$ cat src/rtl/seg7_pkg.sv
// Shared 7-segment definitions: segment bit order and the hex pattern table (active-low, g..a).
// Used by both the encoder and the scan-reader sides of the display interface.
package seg7_pkg;

    localparam int SEG_A  = 0;
    localparam int SEG_B  = 1;
    localparam int SEG_C  = 2;
    localparam int SEG_D  = 3;
    localparam int SEG_E  = 4;
    localparam int SEG_F  = 5;
    localparam int SEG_G  = 6;
    localparam int SEG_DP = 7;

    localparam logic [6:0] SEG7_HEX_0 = 7'h40;
    localparam logic [6:0] SEG7_HEX_1 = 7'h79;
    localparam logic [6:0] SEG7_HEX_2 = 7'h24;
    localparam logic [6:0] SEG7_HEX_3 = 7'h30;
    localparam logic [6:0] SEG7_HEX_4 = 7'h19;
    localparam logic [6:0] SEG7_HEX_5 = 7'h12;
    localparam logic [6:0] SEG7_HEX_6 = 7'h02;
    localparam logic [6:0] SEG7_HEX_7 = 7'h78;
    localparam logic [6:0] SEG7_HEX_8 = 7'h00;
    localparam logic [6:0] SEG7_HEX_9 = 7'h10;
    localparam logic [6:0] SEG7_HEX_A = 7'h08;
    localparam logic [6:0] SEG7_HEX_B = 7'h03;
    localparam logic [6:0] SEG7_HEX_C = 7'h46;
    localparam logic [6:0] SEG7_HEX_D = 7'h21;
    localparam logic [6:0] SEG7_HEX_E = 7'h06;
    localparam logic [6:0] SEG7_HEX_F = 7'h0E;

    localparam logic [6:0] SEG7_BLANK = 7'h7F;

endpackage

$ cat src/rtl/seg7_pattern_lookup.sv
// Reverse hex lookup: active-low g..a pattern -> {hit, nibble}; purely combinational, no backpressure.
module seg7_pattern_lookup
    import seg7_pkg::*;
(
    input  logic [6:0] pat_i,
    output logic       hit_o,
    output logic [3:0] nibble_o
);

    always_comb begin
        hit_o    = 1'b1;
        nibble_o = 4'h0;
        case (pat_i)
            SEG7_HEX_0: nibble_o = 4'h0;
            SEG7_HEX_1: nibble_o = 4'h1;
            SEG7_HEX_2: nibble_o = 4'h2;
            SEG7_HEX_3: nibble_o = 4'h3;
            SEG7_HEX_4: nibble_o = 4'h4;
            SEG7_HEX_5: nibble_o = 4'h5;
            SEG7_HEX_6: nibble_o = 4'h6;
            SEG7_HEX_7: nibble_o = 4'h7;
            SEG7_HEX_8: nibble_o = 4'h8;
            SEG7_HEX_9: nibble_o = 4'h9;
            SEG7_HEX_A: nibble_o = 4'hA;
            SEG7_HEX_B: nibble_o = 4'hB;
            SEG7_HEX_C: nibble_o = 4'hC;
            SEG7_HEX_D: nibble_o = 4'hD;
            SEG7_HEX_E: nibble_o = 4'hE;
            SEG7_HEX_F: nibble_o = 4'hF;
            default:    hit_o    = 1'b0;
        endcase
    end

endmodule

$ cat src/rtl/seg7_scan_decoder.sv
// Scanned 7-seg bus reader: debounces (strobe, pattern), decodes and holds per-digit results.
// Latency: results land on the STABLE_CYC-th identical sampling edge; passive monitor, no backpressure.
module seg7_scan_decoder
    import seg7_pkg::*;
#(
    parameter int NDIG       = 4,
    parameter int STABLE_CYC = 3,
    parameter int CW         = 8,
    localparam int IW        = (NDIG > 1) ? $clog2(NDIG) : 1
) (
    input  logic              clk,
    input  logic              rst,
    input  logic [7:0]        seg,
    input  logic [NDIG-1:0]   dig_sel,
    output logic [4*NDIG-1:0] value,
    output logic [NDIG-1:0]   digit_valid,
    output logic [NDIG-1:0]   err,
    output logic [NDIG-1:0]   dp,
    output logic              upd,
    output logic [IW-1:0]     upd_idx
);

    localparam logic [CW-1:0] RUN_MAX = CW'(STABLE_CYC);

    logic [CW-1:0]     run_q, run_d;
    logic [NDIG-1:0]   prev_sel_q;
    logic [7:0]        prev_seg_q;
    logic              prev_valid_q;
    logic              same, one_hot, commit, hit;
    logic [3:0]        nib;
    logic [IW-1:0]     idx;
    logic [4*NDIG-1:0] value_q, value_d;
    logic [NDIG-1:0]   valid_q, valid_d, err_q, err_d, dp_q, dp_d;
    logic              upd_q, upd_d;
    logic [IW-1:0]     upd_idx_q, upd_idx_d;

    seg7_pattern_lookup u_lookup (
        .pat_i    (seg[6:0]),
        .hit_o    (hit),
        .nibble_o (nib)
    );

    assign same    = prev_valid_q && (dig_sel == prev_sel_q) && (seg == prev_seg_q);
    assign one_hot = (dig_sel != '0) && ((dig_sel & (dig_sel - NDIG'(1))) == '0);

    always_comb begin
        run_d = CW'(1);
        if (same) begin
            run_d = (run_q >= RUN_MAX) ? RUN_MAX : run_q + CW'(1);
        end
    end

    // A saturated run keeps run_d == RUN_MAX, so exclude it to avoid recommitting.
    assign commit = one_hot && (run_d == RUN_MAX) && !(same && (run_q == RUN_MAX));

    always_comb begin
        idx = '0;
        for (int i = 0; i < NDIG; i++) begin
            if (dig_sel[i]) idx = IW'(i);
        end
    end

    always_comb begin
        value_d   = value_q;
        valid_d   = valid_q;
        err_d     = err_q;
        dp_d      = dp_q;
        upd_d     = 1'b0;
        upd_idx_d = upd_idx_q;
        if (commit) begin
            upd_d     = 1'b1;
            upd_idx_d = idx;
            for (int i = 0; i < NDIG; i++) begin
                if (dig_sel[i]) begin
                    if (hit) begin
                        value_d[4*i +: 4] = nib;
                        valid_d[i]        = 1'b1;
                        err_d[i]          = 1'b0;
                    end else begin
                        valid_d[i]        = 1'b0;
                        err_d[i]          = 1'b1;
                    end
                    dp_d[i] = ~seg[SEG_DP];
                end
            end
        end
    end

    always_ff @(posedge clk) begin
        if (rst) begin
            run_q        <= '0;
            prev_sel_q   <= '0;
            prev_seg_q   <= '0;
            prev_valid_q <= 1'b0;
            value_q      <= '0;
            valid_q      <= '0;
            err_q        <= '0;
            dp_q         <= '0;
            upd_q        <= 1'b0;
            upd_idx_q    <= '0;
        end else begin
            run_q <= run_d;
            if (!same) begin
                prev_sel_q   <= dig_sel;
                prev_seg_q   <= seg;
                prev_valid_q <= 1'b1;
            end
            value_q   <= value_d;
            valid_q   <= valid_d;
            err_q     <= err_d;
            dp_q      <= dp_d;
            upd_q     <= upd_d;
            upd_idx_q <= upd_idx_d;
        end
    end

    assign value       = value_q;
    assign digit_valid = valid_q;
    assign err         = err_q;
    assign dp          = dp_q;
    assign upd         = upd_q;
    assign upd_idx     = upd_idx_q;

endmodule

$ cat config.mk
export PLATFORM = sky130hd
export DESIGN_NAME = seg7_scan_decoder
export DESIGN_NICKNAME = d
export VERILOG_FILES = /design/src/rtl/seg7_pkg.sv /design/src/rtl/seg7_pattern_lookup.sv /design/src/rtl/seg7_scan_decoder.sv
export SDC_FILE = /design/constraint.sdc
export NUM_CORES = 1
export LEC_CHECK = 0
export ABC_AREA = 1
export BUFFER_PORTS_ARGS = -buffer_cell sky130_fd_sc_hd__buf_2
export CAP_MARGIN = 20
export CORE_AREA = 2 2 74 76
export CTS_CLUSTER_DIAMETER = 120
export DETAILED_ROUTE_END_ITERATION = 10
export DIE_AREA = 0 0 76 78
export PLACE_DENSITY = 0.71
export SLEW_MARGIN = 20
export SYNTH_ARGS = -nofsm -noshare
export SYNTH_HDL_FRONTEND = slang
export SYNTH_HIERARCHICAL = 1
export SYNTH_SLANG_ARGS = --single-unit
$ cat constraint.sdc
create_clock -name clk -period 1.9 [get_ports clk]
set_input_delay 0.285 -clock clk [delete_from_list [all_inputs] [get_ports clk]]
set_output_delay 0.285 -clock clk [all_outputs]
set_load 0.005 [all_outputs]
==> results of run 1 <==
critical path, stage by stage, from the launching register on:
cell,delay [ns]
dfxtp_1,0.34
inv_1,0.04
nand2_1,0.05
nand2_1,0.06
nor2_1,0.09
nand2_1,0.07
nor2_2,0.17
nand2_2,0.16
nor2_8,0.17
nand3_1,0.19
o21ai_0,0.21
nor2_1,0.06
stage by stage:
step / worst slack, ns / power [mW] / instances
2_1_floorplan: 0.344 / 1.25 / 392
3_3_place_gp: 0.0461 / 1.32 / 519
3_5_place_dp: -0.0236 / 1.32 / 519
4_1_cts: 0.149 / 1.95 / 527
5_1_grt: -0.00180 / 2.02 / 528
6_report: 0.183 / 1.94 / 528
flip-flops by register name, indices dropped and copies added (netlist names):
register / count
prev_seg_q: 8
err: 4
dp: 4
prev_sel_q: 4
upd: 1
digit_valid: 4
run_q: 8
value: 16
prev_valid_q: 1
upd_idx: 2
timing repair:
action / CTS / global route
hold endpoints to repair: 0 / 0
resized for setup: 0 / 7
setup endpoints to repair: 0 / 18
final cells by class:
class / instances / area (um^2)
Clock buffer: 5 / 68.8
Clock inverter: 3 / 21.3
Fill cell: 485 / 2000
Inverter: 67 / 251
Multi-Input combinational cell: 270 / 1220
Sequential cell: 52 / 1040
Tap cell: 70 / 87.6
Timing Repair Buffer: 61 / 348
logic make-up after synthesis:
logic type,Yosys count,synth area share [%]
and+or+nand+nor,244,42.3
DFF,52,42.1
AOI/OAI and AO/OA,18,3.85
other,1,0.152
buffers and inverters,71,11.1
adders and majority gates,1,0.506
report_power, final:
part	internal (mW)	switching, mW	leakage, nW	total [mW]
sequential	1.11	0.00960	0.425	1.12
clock	0.262	0.373	0.0445	0.635
combinational	0.0599	0.120	1.23	0.179
final timing paths:
| path | slack [ns] | start | endpoint |
|---|---|---|---|
| setup / recovery | 0.18 | prev_seg_q[0] | dp[1] |
| hold / removal | 0.25 | seg[1] | prev_seg_q[1] |
| setup reg to reg | 0.18 | prev_seg_q[0] | dp[1] |
| hold reg to reg | 0.45 | err[3] | err[3] |
per-layer routing:
metal  wire [um]  share of wire, %  vias to the layer above  GRT usage (%)
met5           0                 0                        -              0
met4          70               1.3                        0           6.18
met3         200               3.7                       10           3.72
met2        2760                51                       54           37.5
met1        2430                44                     1063           21.3
li1            -                 -                     1286              -
cell usage in the layout, fill, tap and decap left out, types with 2 or more instances in the layout:
cell type	netlist	layout
nand2_2	2	3
buf_4	1	17
o21ai_0	8	8
nand4_2	5	2
buf_2	0	44
nand3_1	18	17
conb_1	1	6
nor2_2	11	13
nor3_1	4	4
or2_2	2	2
nand4_4	0	3
dfxtp_1	52	52
nand2_1	106	105
nor2_1	94	92
a21oi_1	8	8
clkbuf_8	0	5
inv_1	65	65
==> impl_results.md, run 1 <==
- Status: finished, final reports clean
- Worst reg2reg path depth: 11
- Max-slew violations: 0
- Yosys warns: 6
- Achievable clock frequency: 582 MHz
- Critical setup path kind: reg -> reg
- Post-Syn Area: 2470 um^2
- Crit share post-route: 90.4%
- Count leader, synth: nand2_1
- Clock Latency Late Sink: 0.31 ns
- Initial Utilization: 49.0%
- Worst Setup Start Kind: register
- First-pass GRT wire length: 9360 um
- Die Y-Extent: 78 um
- # IOs: 45
- Routed Wire Length: 5460 um
- Largest cells by area after synthesis: dfxtp_1 (42%), nand2_1 (16%), nor2_1 (14%)
- Layout cells sized above 1: 21.0%
- Worst min path class: in -> reg
- Static Leak: 1.70 nW
- Wirelength per Cell: 10.3 um
- Core Area: 5040 um^2
- Root Driver: clkbuf_8
- Initial DRC count: 111
- Max IR drop VDD: 0.467 mV
- Sequential area share after synthesis: 42.1%
- Vias per cell: 4.57
- # port buffers: 44
- GPL Wtd Cong: 0.826
- Post-synth top area cell: dfxtp_1
- Vias in the first global route: 2,221
- Crit. End Element: register
- Die ar.: 5930 um^2
- Ys flop type: dfxtp_1
- Max Clock Skew: 0.0114 ns
- Iteration count of the initial detailed-routing pass: 5
- Synth cell count leaders: nand2_1 (106), nor2_1 (94), inv_1 (65), dfxtp_1 (52), nand3_1 (18)
- Hold depth: 3
- Layout Nets: 472
- Placed cell areas: 2900 um^2
- Largest net degree at the start of global routing: 20
- Final Core Density: 60.3%
- Final hold violation count: 0
- Critical path arrival: 1.92 ns
- Remaining Overflow, GRT: 0
- Post-Synthesis Cells: 387
- HPWL after detailed placement: 4140 um
- Antenna-violating nets left: 0
- Cell Pwr Density: 636 nW/um^2
- Post-CTS setup buffers: 0
- Layout area overhead: 23.1%
- Post-synthesis cell type count: 23
- Horiz. Die Dim: 76 um
- Async S/R FF share, synth: 0%
- Initial antenna violation count: 0
- Max FO, Critical Path: 5
- EDFF count, synth: 0
- Num rows: 26
- Number of H-tree levels: 2
- # setup viols final: 0
- Share of the synthesized area in the top cell type: 42.1%
- Antenna diodes: 0
- DRC viols: 0
- Sink Count: 52
- Aggregate global-route resource usage: 19.4%
- Crit path required time: 2.11 ns
- Via count: 2,413
- TritonCTS Buffers: 5
- Hold WS: 0.252 ns
- Tmin final: 1.72 ns
- Hold buffer count at CTS: 0
- Reg clk slew, reported paths: 0.09 ns
- Longest Clk Path Bufs: 2
- Maxcap violations: 0
- CTS tree: yes
- Final Instance Area: 3040 um^2
- Setup Total Neg Slack: 0 ns
- Mean Syn Cell Area: 6.39 um^2
- FF+latch count, synth: 52
(Power assumes the default switching activity.)
==> inputs of run 2 (changes only) <==
Settings changed: CORE_AREA 2 2 74 76 to 4 4 73 75, DIE_AREA 0 0 76 78 to 0 0 77 79, PLACE_DENSITY 0.71 to 0.76.
==> impl_results.md, run 2 (same netlist as run 1, synthesis figures left out) <==
- Area of the multi-input gates: 1270 um^2
- Vias in the first global route: 2,172
- Via count: 2,464
- Total power: 1.94 mW
- Number of H-tree levels: 2
- Remaining Overflow, GRT: 0
- Max stage delay on crit path: 0.36 ns
- Final Instance Area: 3020 um^2
- Slowest stage cell, crit path: dfxtp_1
- Layout Nets: 466
- Final Core Density: 64.7%
- # setup viols final: 0
- Reg clk slew, reported paths: 0.10 ns
- Sink Count: 52
- Final hold violation count: 0
- HPWL after detailed placement: 4080 um
- Crit path required time: 2.11 ns
- Root Driver: clkbuf_8
- Most frequent cells in the layout: nand2_1 (105), nor2_1 (92), inv_1 (65)
- Crit share post-route: 95.2%
- CTS tree: yes
- Maxcap violations: 0
- GPL Wtd Cong: 0.901
- Status: finished, final reports clean
- Die Y-Extent: 79 um
- Iteration count of the initial detailed-routing pass: 4
- Max reg flops: 16
- Fillcell total: 417
- Layout cells sized above 1: 20.1%
- Setup crit start: prev_sel_q[0]
- Max FO, Critical Path: 6
- Placed cell areas: 2830 um^2
- Worst Setup Start Kind: register
- First-pass GRT wire length: 9290 um
- Max IR drop VDD: 0.429 mV
- Antenna-violating nets left: 0
- Most common cell after layout, fill and taps aside: nand2_1
- Initial DRC count: 166
- R2r startpoint: prev_sel_q[0]
- Static Leak: 1.68 nW
- Largest net degree at the start of global routing: 26
- Core Area: 4660 um^2
- # IOs: 45
- Longest Clk Path Bufs: 2
- Vias per cell: 4.87
- Die ar.: 6080 um^2
- Max Clock Skew: 0.0127 ns
- Max-slew violations: 0
- Routed Wire Length: 5790 um
- Cell Pwr Density: 643 nW/um^2
- Antenna diodes: 0
- Crit. End Element: register
- Worst min path class: in -> reg
- Hold buffer count at CTS: 0
- TritonCTS Buffers: 5
- Clock Latency Late Sink: 0.31 ns
- Initial antenna violation count: 0
- Num rows: 25
- Critical path arrival: 2.02 ns
- Layout area overhead: 22.1%
- Achievable clock frequency: 553 MHz
- Critical path cell sequence: inv_1, nand2_1, nand2_1, nor2_1, nand2_1, nor2_2, nand2_4, nor2_8, nand4_2, nor2_1, nor2_1
- Initial Utilization: 53.0%
- DRC viols: 0
- Hold Startpoint: seg[1]
- FF/Latch Area: 1040 um^2
- # port buffers: 44
- Setup Total Neg Slack: 0 ns
- Wirelength per Cell: 11.4 um
- Critical setup path kind: reg -> reg
- Horiz. Die Dim: 77 um
- Aggregate global-route resource usage: 18.9%
- Hold WS: 0.237 ns
- Tmin final: 1.81 ns
==> run 2: changes by cell type in the layout (fill, tap and decap cells not counted), sizes merged <==
| cell | before | now |
|---|---|---|
| nand4 | 5 | 6 |
| clkbuf | 5 | 6 |
| clkinvlp | 1 | 0 |
| buf | 61 | 54 |
==> run 2: final timing paths <==
| check | endpoint | slack [ns] | cells past startpoint |
|---|---|---|---|
| min reg2reg | err[3] | 0.44 | 2 |
| min | prev_seg_q[1] | 0.24 | 3 |
| max | value[10] | 0.09 | 11 |
| max reg2reg | value[10] | 0.09 | 11 |
==> run 2: cell type report <==
cell class / count / share of cell area, %
repair buffers: 54 / 9.79
clock inverters: 2 / 0.456
inverters: 67 / 8.34
well taps: 54 / 2.24
multi-input cells: 271 / 42.3
clock buffers: 6 / 2.41
flip-flops and latches: 52 / 34.5
==> run 2: metrics by stage <==
stage                     std cells  setup slack, ns
after floorplan                 392            0.344
after global placement          496          -0.0168
after detailed placement        496          -0.0555
after CTS                       504           0.0396
after global routing            506          -0.0375
final                           506           0.0905
==> run 2: timing repair <==
action,4_1_cts,5_1_grt
resized for setup,0,13
endpoints found under the setup margin,0,26
setup buffers,0,0
==> run 2: layer usage <==
metal	share of wire (%)	GRT usage (%)
met5	0	0
met4	1.6	6.05
met3	5.3	4.20
met2	48	34.1
met1	45	22.4
==> run 2: critical path: cells and delay by family, from the launching register on <==
family,cells,cell delay [ns]
buffers and inverters,1,0.06
DFF,1,0.36
and+or+nand+nor,10,1.29
==> run 2: power breakdown <==
part	leakage, nW	switching (mW)	internal (mW)
registers	0.425	0.00969	1.11
clock network	0.0456	0.372	0.263
logic	1.21	0.126	0.0571
